--- src/rtl/rr_arb8way16.sv ---
// Round-robin arbiter: 8 lanes share one WIDTH-bit output register.
// The output register uses valid/ready flow control.

module rr_arb8way16_lane #(
    parameter int IDX = 0
) (
    input  logic       req,
    input  logic [2:0] ptr,
    output logic       hi
);
    // Lane is in the upper (first-searched) half of the rotated priority order.
    assign hi = req && (3'(IDX) >= ptr);
endmodule

module rr_arb8way16 #(
    parameter int WIDTH = 16
) (
    input  logic               clk,
    input  logic               reset,
    input  logic [7:0]         req,
    input  logic [8*WIDTH-1:0] data,
    output logic [7:0]         ack,
    output logic               out_valid,
    input  logic               out_ready,
    output logic [WIDTH-1:0]   out_data,
    output logic [2:0]         out_sel,
    output logic               busy
);
    typedef enum logic {EMPTY, FULL} state_t;

    state_t                  state, state_nxt;
    logic [2:0]              ptr;
    logic [7:0]              hi_req;
    logic [7:0][WIDTH-1:0]   lane_data;
    logic [2:0]              w_hi, w_lo, win;
    logic                    load;

    assign lane_data = data;

    for (genvar i = 0; i < 8; i++) begin : g_lane
        rr_arb8way16_lane #(.IDX(i)) u_lane (
            .req (req[i]),
            .ptr (ptr),
            .hi  (hi_req[i])
        );
    end

    // Lowest index at or above ptr wins; otherwise wrap to lowest requester overall.
    always_comb begin
        w_hi = 3'd0;
        w_lo = 3'd0;
        for (int i = 7; i >= 0; i--) begin
            if (hi_req[i]) w_hi = 3'(i);
            if (req[i])    w_lo = 3'(i);
        end
        win = (|hi_req) ? w_hi : w_lo;
    end

    assign load = (|req) && (state == EMPTY || out_ready) && !reset;

    always_comb begin
        ack = 8'd0;
        if (load) ack[win] = 1'b1;
    end

    always_comb begin
        state_nxt = state;
        if (load)
            state_nxt = FULL;
        else if (state == FULL && out_ready)
            state_nxt = EMPTY;
    end

    always_ff @(posedge clk or posedge reset) begin
        if (reset) begin
            state    <= EMPTY;
            ptr      <= 3'd0;
            out_data <= '0;
            out_sel  <= 3'd0;
        end else begin
            state <= state_nxt;
            if (load) begin
                out_data <= lane_data[win];
                out_sel  <= win;
                ptr      <= win + 3'd1;
            end
        end
    end

    assign out_valid = (state == FULL);
    assign busy      = out_valid;
endmodule

--- config.mk ---
export PLATFORM = sky130hd
export DESIGN_NAME = rr_arb8way16
export DESIGN_NICKNAME = d
export VERILOG_FILES = /design/src/rtl/rr_arb8way16.sv
export SDC_FILE = /design/constraint.sdc
export NUM_CORES = 1
export LEC_CHECK = 0
export BUFFER_PORTS_ARGS = -buffer_cell sky130_fd_sc_hd__buf_4
export CAP_MARGIN = 20
export CORE_UTILIZATION = 42
export CTS_BUF_LIST = sky130_fd_sc_hd__clkbuf_16
export DETAILED_ROUTE_END_ITERATION = 10
export PLACE_DENSITY = 0.85
export SLEW_MARGIN = 20
export SYNTH_ARGS = -nofsm -noshare
export SYNTH_HDL_FRONTEND = slang
export SYNTH_SLANG_ARGS = --single-unit
--- constraint.sdc ---
create_clock -name clk -period 3.2 [get_ports clk]
set_clock_uncertainty 0.1 [all_clocks]
set_input_delay 0.64 -clock clk [delete_from_list [all_inputs] [get_ports clk]]
set_output_delay 0.64 -clock clk [all_outputs]
set_load 0.02 [all_outputs]
# Word level (Yosys, flattened, before mapping)
# Index checks and enable logic that the tools add are counted.
[word_totals]
ff_bits = 23
in_bits = 139
output_inout_bits = 29
wordCells = 57
[op_classes]
addsub = 1
order_cmp = 10
n_mux = 24
bitwise = 1
n_reduce_logical = 17
[op_table]
columns = ["operator", "count"]
rows = [
  ["3-bit 2-to-1 mux", 17],
  ["16-bit binary-select mux with 3-bit select", 1],
  ["16-bit 2-to-1 mux", 1],
  ["8-bit OR reduction", 2],
  ["3-bit greater-or-equal comparator, first input constant", 4],
  ["1-bit logical AND", 12],
  ["8-bit 2-to-1 mux", 1],
  ["1-bit by 3-bit greater-or-equal comparator with 1-bit output, first input constant", 2],
  ["2-bit by 3-bit greater-or-equal comparator with 1-bit output, first input constant", 2],
  ["3-bit by 4-bit less-than comparator with 1-bit output, second input constant", 1],
  ["3-bit by 1-bit adder with 3-bit output, second input constant", 1],
  ["1-bit demux with 3-bit select", 1],
  ["3-bit by 1-bit greater-or-equal comparator with 1-bit output, second input constant", 1],
  ["1-bit 2-to-1 mux", 3],
  ["2-bit nonzero test", 1],
  ["1-bit zero test", 1],
  ["1-bit logical OR", 1],
  ["1-bit NOT", 1],
]

# Longest topological paths before layout
[logic_depth]
word_depth = 16
mapped_depth = 10
mapped_depth_nobuf = 8

# By module
# A second synthesis with hierarchy kept.
[unflattened]
hier_cells = 272
hier_area_um2 = 2382.3
[by_module_without_submodules]
columns = ["module", "n_inst", "cells_each", "area_each_um2", "seq_area_each_um2"]
rows = [
  ["rr_arb8way16", 1, 261, 2284.7, 575.6],
  ["rr_arb8way16_lane (g_lane[2].u_lane)", 1, 2, 16.3, 0.0],
  ["rr_arb8way16_lane (g_lane[0].u_lane)", 1, 1, 15.0, 0.0],
  ["rr_arb8way16_lane (g_lane[3].u_lane)", 1, 1, 13.8, 0.0],
  ["rr_arb8way16_lane (g_lane[1].u_lane)", 1, 1, 12.5, 0.0],
  ["rr_arb8way16_lane (g_lane[4].u_lane)", 1, 2, 11.3, 0.0],
  ["rr_arb8way16_lane (g_lane[5].u_lane)", 1, 1, 11.3, 0.0],
  ["rr_arb8way16_lane (g_lane[6].u_lane)", 1, 2, 10.0, 0.0],
  ["rr_arb8way16_lane (g_lane[7].u_lane)", 1, 1, 7.5, 0.0],
]

# Least setup slack after synthesis
# OpenSTA, ideal clock, no wires.
[synth_timing]
kind = "in2out"
startpoint = "in reset"
endpoint = "out ack[1]"
arrival_time_ps = 2391
t_required_ps = 2460
slack_ps = 69
cell_stages = 5
path_buffers = 1
path_cell_list = "inv_1 -> and3_1 -> clkbuf_1 -> nand2_1 -> nor3b_1"
[synth_between]
elab_chain_cells = 3
[synth_rtl]
columns = ["element", "line", "rtl"]
rows = [
  ["start, declared", "19", "input logic reset,"],
  ["1-bit zero test (no line)", "n/a", ""],
  ["1-bit logical AND", "59", "assign load = (|req) && (state == EMPTY || out_ready) && !reset;"],
  ["8-bit 2-to-1 mux", "63", "if (load) ack[win] = 1'b1;"],
  ["end, declared", "22", "output logic [7:0] ack,"],
]
# Every way passes these cells.

# Worst setup path in the final report
[layout_timing]
startpoint = "in req[2]"
endpoint = "out ack[1]"
[layout_between]
elab_chain_cells = 10
word_cells_on_any_way = 18
cone_classes = "order compare: 2; mux: 10; reduce/logical: 6"
[layout_rtl]
columns = ["element", "line", "rtl"]
rows = [
  ["start, declared", "20", "input logic [7:0] req,"],
  ["1-bit logical AND", "12", "assign hi = req && (3'(IDX) >= ptr);"],
  ["3-bit 2-to-1 mux (3 in series)", "53", "if (hi_req[i]) w_hi = 3'(i);"],
  ["3-bit 2-to-1 mux", "56", "win = (|hi_req) ? w_hi : w_lo;"],
  ["3-bit by 4-bit less-than comparator with 1-bit output (not written as such) / 3-bit by 1-bit greater-or-equal comparator with 1-bit output (equally long branches)", "63", ""],
  ["1-bit logical AND (not written as such)", "63", ""],
  ["1-bit 2-to-1 mux (not written as such)", "63", ""],
  ["1-bit demux with 3-bit select", "63", ""],
  ["8-bit 2-to-1 mux (*)", "63", ""],
]
# Every way passes the cells marked *; elsewhere a longest branch is shown, timed or not.

==> flow_summary.yaml <==
run_status:
  status: "completed"
critical_path:
  r2r_slack_ns: 0.72
  r2r_end: "out_data[11]"
  worstPathCellList: "buf_4 -> a21boi_0 -> o21bai_1 -> nand3b_1 -> o32ai_4 -> nand2_1 -> nor3b_1 -> buf_4"
  setup.worst_path.class: "input port to output pin"
  critPathMaxFanout: 5
  r2r_start: "ptr[0]"
  reg2reg_depth: 8
  cp.arrival_ns: 2.33
  cp-start-kind: "input port"
  slowest_stage: "o32ai_4"
  crit_top_cell: "buf_4"
  cp.required_ns: 2.46
  cp-end-kind: "output pin"
  slowest_delay_ns: 0.34
cells_and_area:
  fin_cells: 510
  n_antenna_cell: 0
  drive_above_1_share_pct: 48.9
  layout_commonest_cell: "buf_4"
  nets: 579
  layout_common_cells: "buf_4, nand2_1, mux2i_1"
  syn2layout_area_growth_pct: 57.3
synth:
  synthesis.nets: 420
  synth.mux.area_fraction_pct: 29.6
  ys_seq_area_share_pct: 23.8
  synth_compound_area_share_pct: 21.8
  synthSimpleGateAreaFrac_pct: 16.5
  synth.distinct_cells: 46
  synth_seq_cells: 23
  ys_warn_count: 0
  synth_edf_count: 0
  synth_xor_area_share_pct: 0.363
  synth_top_family_by_area: "multiplexers"
  avgSynthCellArea_um2: 8.63
  synthFlopType: "dfrtp_1"
  synthCells: 280
  async_reset_ff_share_pct: 100
  synthAdderAreaFrac_pct: 0.518
  syn-cell-area_mm2: 0.00242
sta:
  period_share_pct: 96.0
  slew-limit-headroom_pct: 66.4
  hold_viol_final: 0
  holdWs_ns: 0.185
  setup_tns_ns: 0
  rsz0062_at_grt: "false"
  setup_viol: 0
  max_freq_mhz: 325
  drv_slew: 0
  post-route-min-period_ns: 3.07
  tightestPinTransition_ns: 0.500
clock_tree:
  cts_tree: "built"
  numCtsBuffers: 3
  path_clk_slew_ns: 0.06
  cts_buffer_depth: 2
  clk_latency_ns: 0.25
  root_buffer: "clkbuf_16"
  cts_max_level: 1
  cts.sinks: 23
placement:
  globalplace.congestion: 0.930
  port_buffers: 167
  dpl.cell_count: 506
  dp_hpwl_um: 6400
route:
  totalWireLength_um: 8040
  wl_per_cell_um: 15.8
  drc_errors: 0
  drt_iter0_drc: 144
  vias: 2789
  viasPerCell: 5.47
  ant_nets: 0
  drt_pass1_iterations: 4
grt:
  grt_start_max_net_pins: 44
  antenna_found_initial: 0
  gr-total-overflow: 0
  grt_util_all_layers_pct: 26.4
  grt_pass1_wl_um: 12800
  grt_pass1_vias: 2826
die:
  die_area_mm2: 0.00606
  initial_core_util_pct: 43.6
  core-area_mm2: 0.00554
  die_width_um: 77.8
  die_y_um: 77.8
  row_count: 27
  ioPinCount: 168
power:
  p_leak_nw: 1.94
  power_density_mw_per_mm2: 751
  peakVddDrop_mv: 0.839
  fin_total_pwr_w: 0.00285
worst_hold_path:
  hp-class: "input port to async pin"
flow_run:
  drv_cap: 0
==> stage by stage <==
step / utilization, % / worst slack (ns) / cell area, um^2
3_5_place_dp: 67.1 / 0.194 / 3720
3_3_place_gp: 67.1 / 0.324 / 3720
2_1_floorplan: - / 0.0690 / 2420
5_1_grt: 68.6 / 0.0777 / 3800
4_1_cts: 68.6 / 0.183 / 3800
6_report: 68.6 / 0.128 / 3800
==> critical path: cells and delay by family <==
| kind | cells | cell delay [ns] |
|---|---|---|
| buffers and inverters | 2 | 0.31 |
| and+or+nand+nor | 3 | 0.58 |
| AOI/OAI and AO/OA | 3 | 0.78 |
==> routing by layer <==
layer / wire [um] / track usage, %
met4: 235 / 9.06
met5: 0 / 0
met1: 2970 / 29.7
met3: 448 / 4.00
met2: 4390 / 49.7
==> worst max-delay path by stage <==
stage / cells after the start / startpoint / slack (ns) / to
6_report: 8 / req[2] / 0.13 / ack[1]
2_1_floorplan: 5 / reset / 0.07 / ack[1]
5_1_grt: 8 / req[2] / 0.08 / ack[1]
3_3_place_gp: 8 / req[7] / 0.32 / ack[1]
4_1_cts: 8 / req[2] / 0.18 / ack[1]
3_5_place_dp: 8 / req[2] / 0.19 / ack[1]
==> cell usage after synthesis (2+ instances only) <==
master     number  share of area (%)
a21boi_0        2               0.62
mux2_1          7                3.3
buf_4           7                2.2
o22ai_1         2               0.52
mux2_2         16                7.5
nor2_1          8                1.2
nor3_1          5                1.0
a21oi_1         2               0.41
o2111ai_1      16                5.8
o211ai_1       17                5.3
inv_1           5               0.78
buf_2           2               0.41
nand3_1         2               0.41
nor2b_1         2               0.52
clkbuf_1       10                1.6
o21a_1          2               0.62
dfrtp_1        23                 24
o21ai_0        17                3.5
buf_6           5                2.3
mux2_4          9                5.6
mux2i_1        32                 13
nand2_1        61                9.5
o21ai_1         5                1.0
==> timing repair <==
action,CTS,global route
endpoints found under the hold margin,0,0
resized for setup,0,1
endpoints found under the setup margin,0,3
setup buffers,0,0
hold buffers,0,0
==> cell type report <==
| class | count | area, um^2 |
|---|---|---|
| clock buffer | 3 | 75.1 |
| clock inverter | 1 | 5.00 |
| fill | 441 | 1740 |
| inverter | 6 | 22.5 |
| multi-input combinational | 227 | 1670 |
| sequential | 23 | 577 |
| tap | 72 | 90.1 |
| timing repair buffer | 178 | 1360 |
==> power by group <==
| group | internal (W) | leakage, nW | switching, W |
|---|---|---|---|
| sequential | 0.000432 | 0.278 | 0.000106 |
| combinational | 0.000953 | 1.62 | 0.00109 |
| clock | 0.000168 | 0.0409 | 0.000102 |
==> registers in the layout, indices dropped and copies added, names as in the netlist <==
register,flops
busy,1
out_sel,3
out_data,16
ptr,3
==> cell families (layout without fill, tap and decap cells) <==
group	Yosys count	after routing
xor gates and xnor gates	1	1
AOI/OAI and AO/OA	72	72
DFF	23	23
and+or+nand+nor	89	89
buffers and inverters	30	188
adders and majority gates	1	1
muxes	64	64
Power figures use the tool's default switching activity.
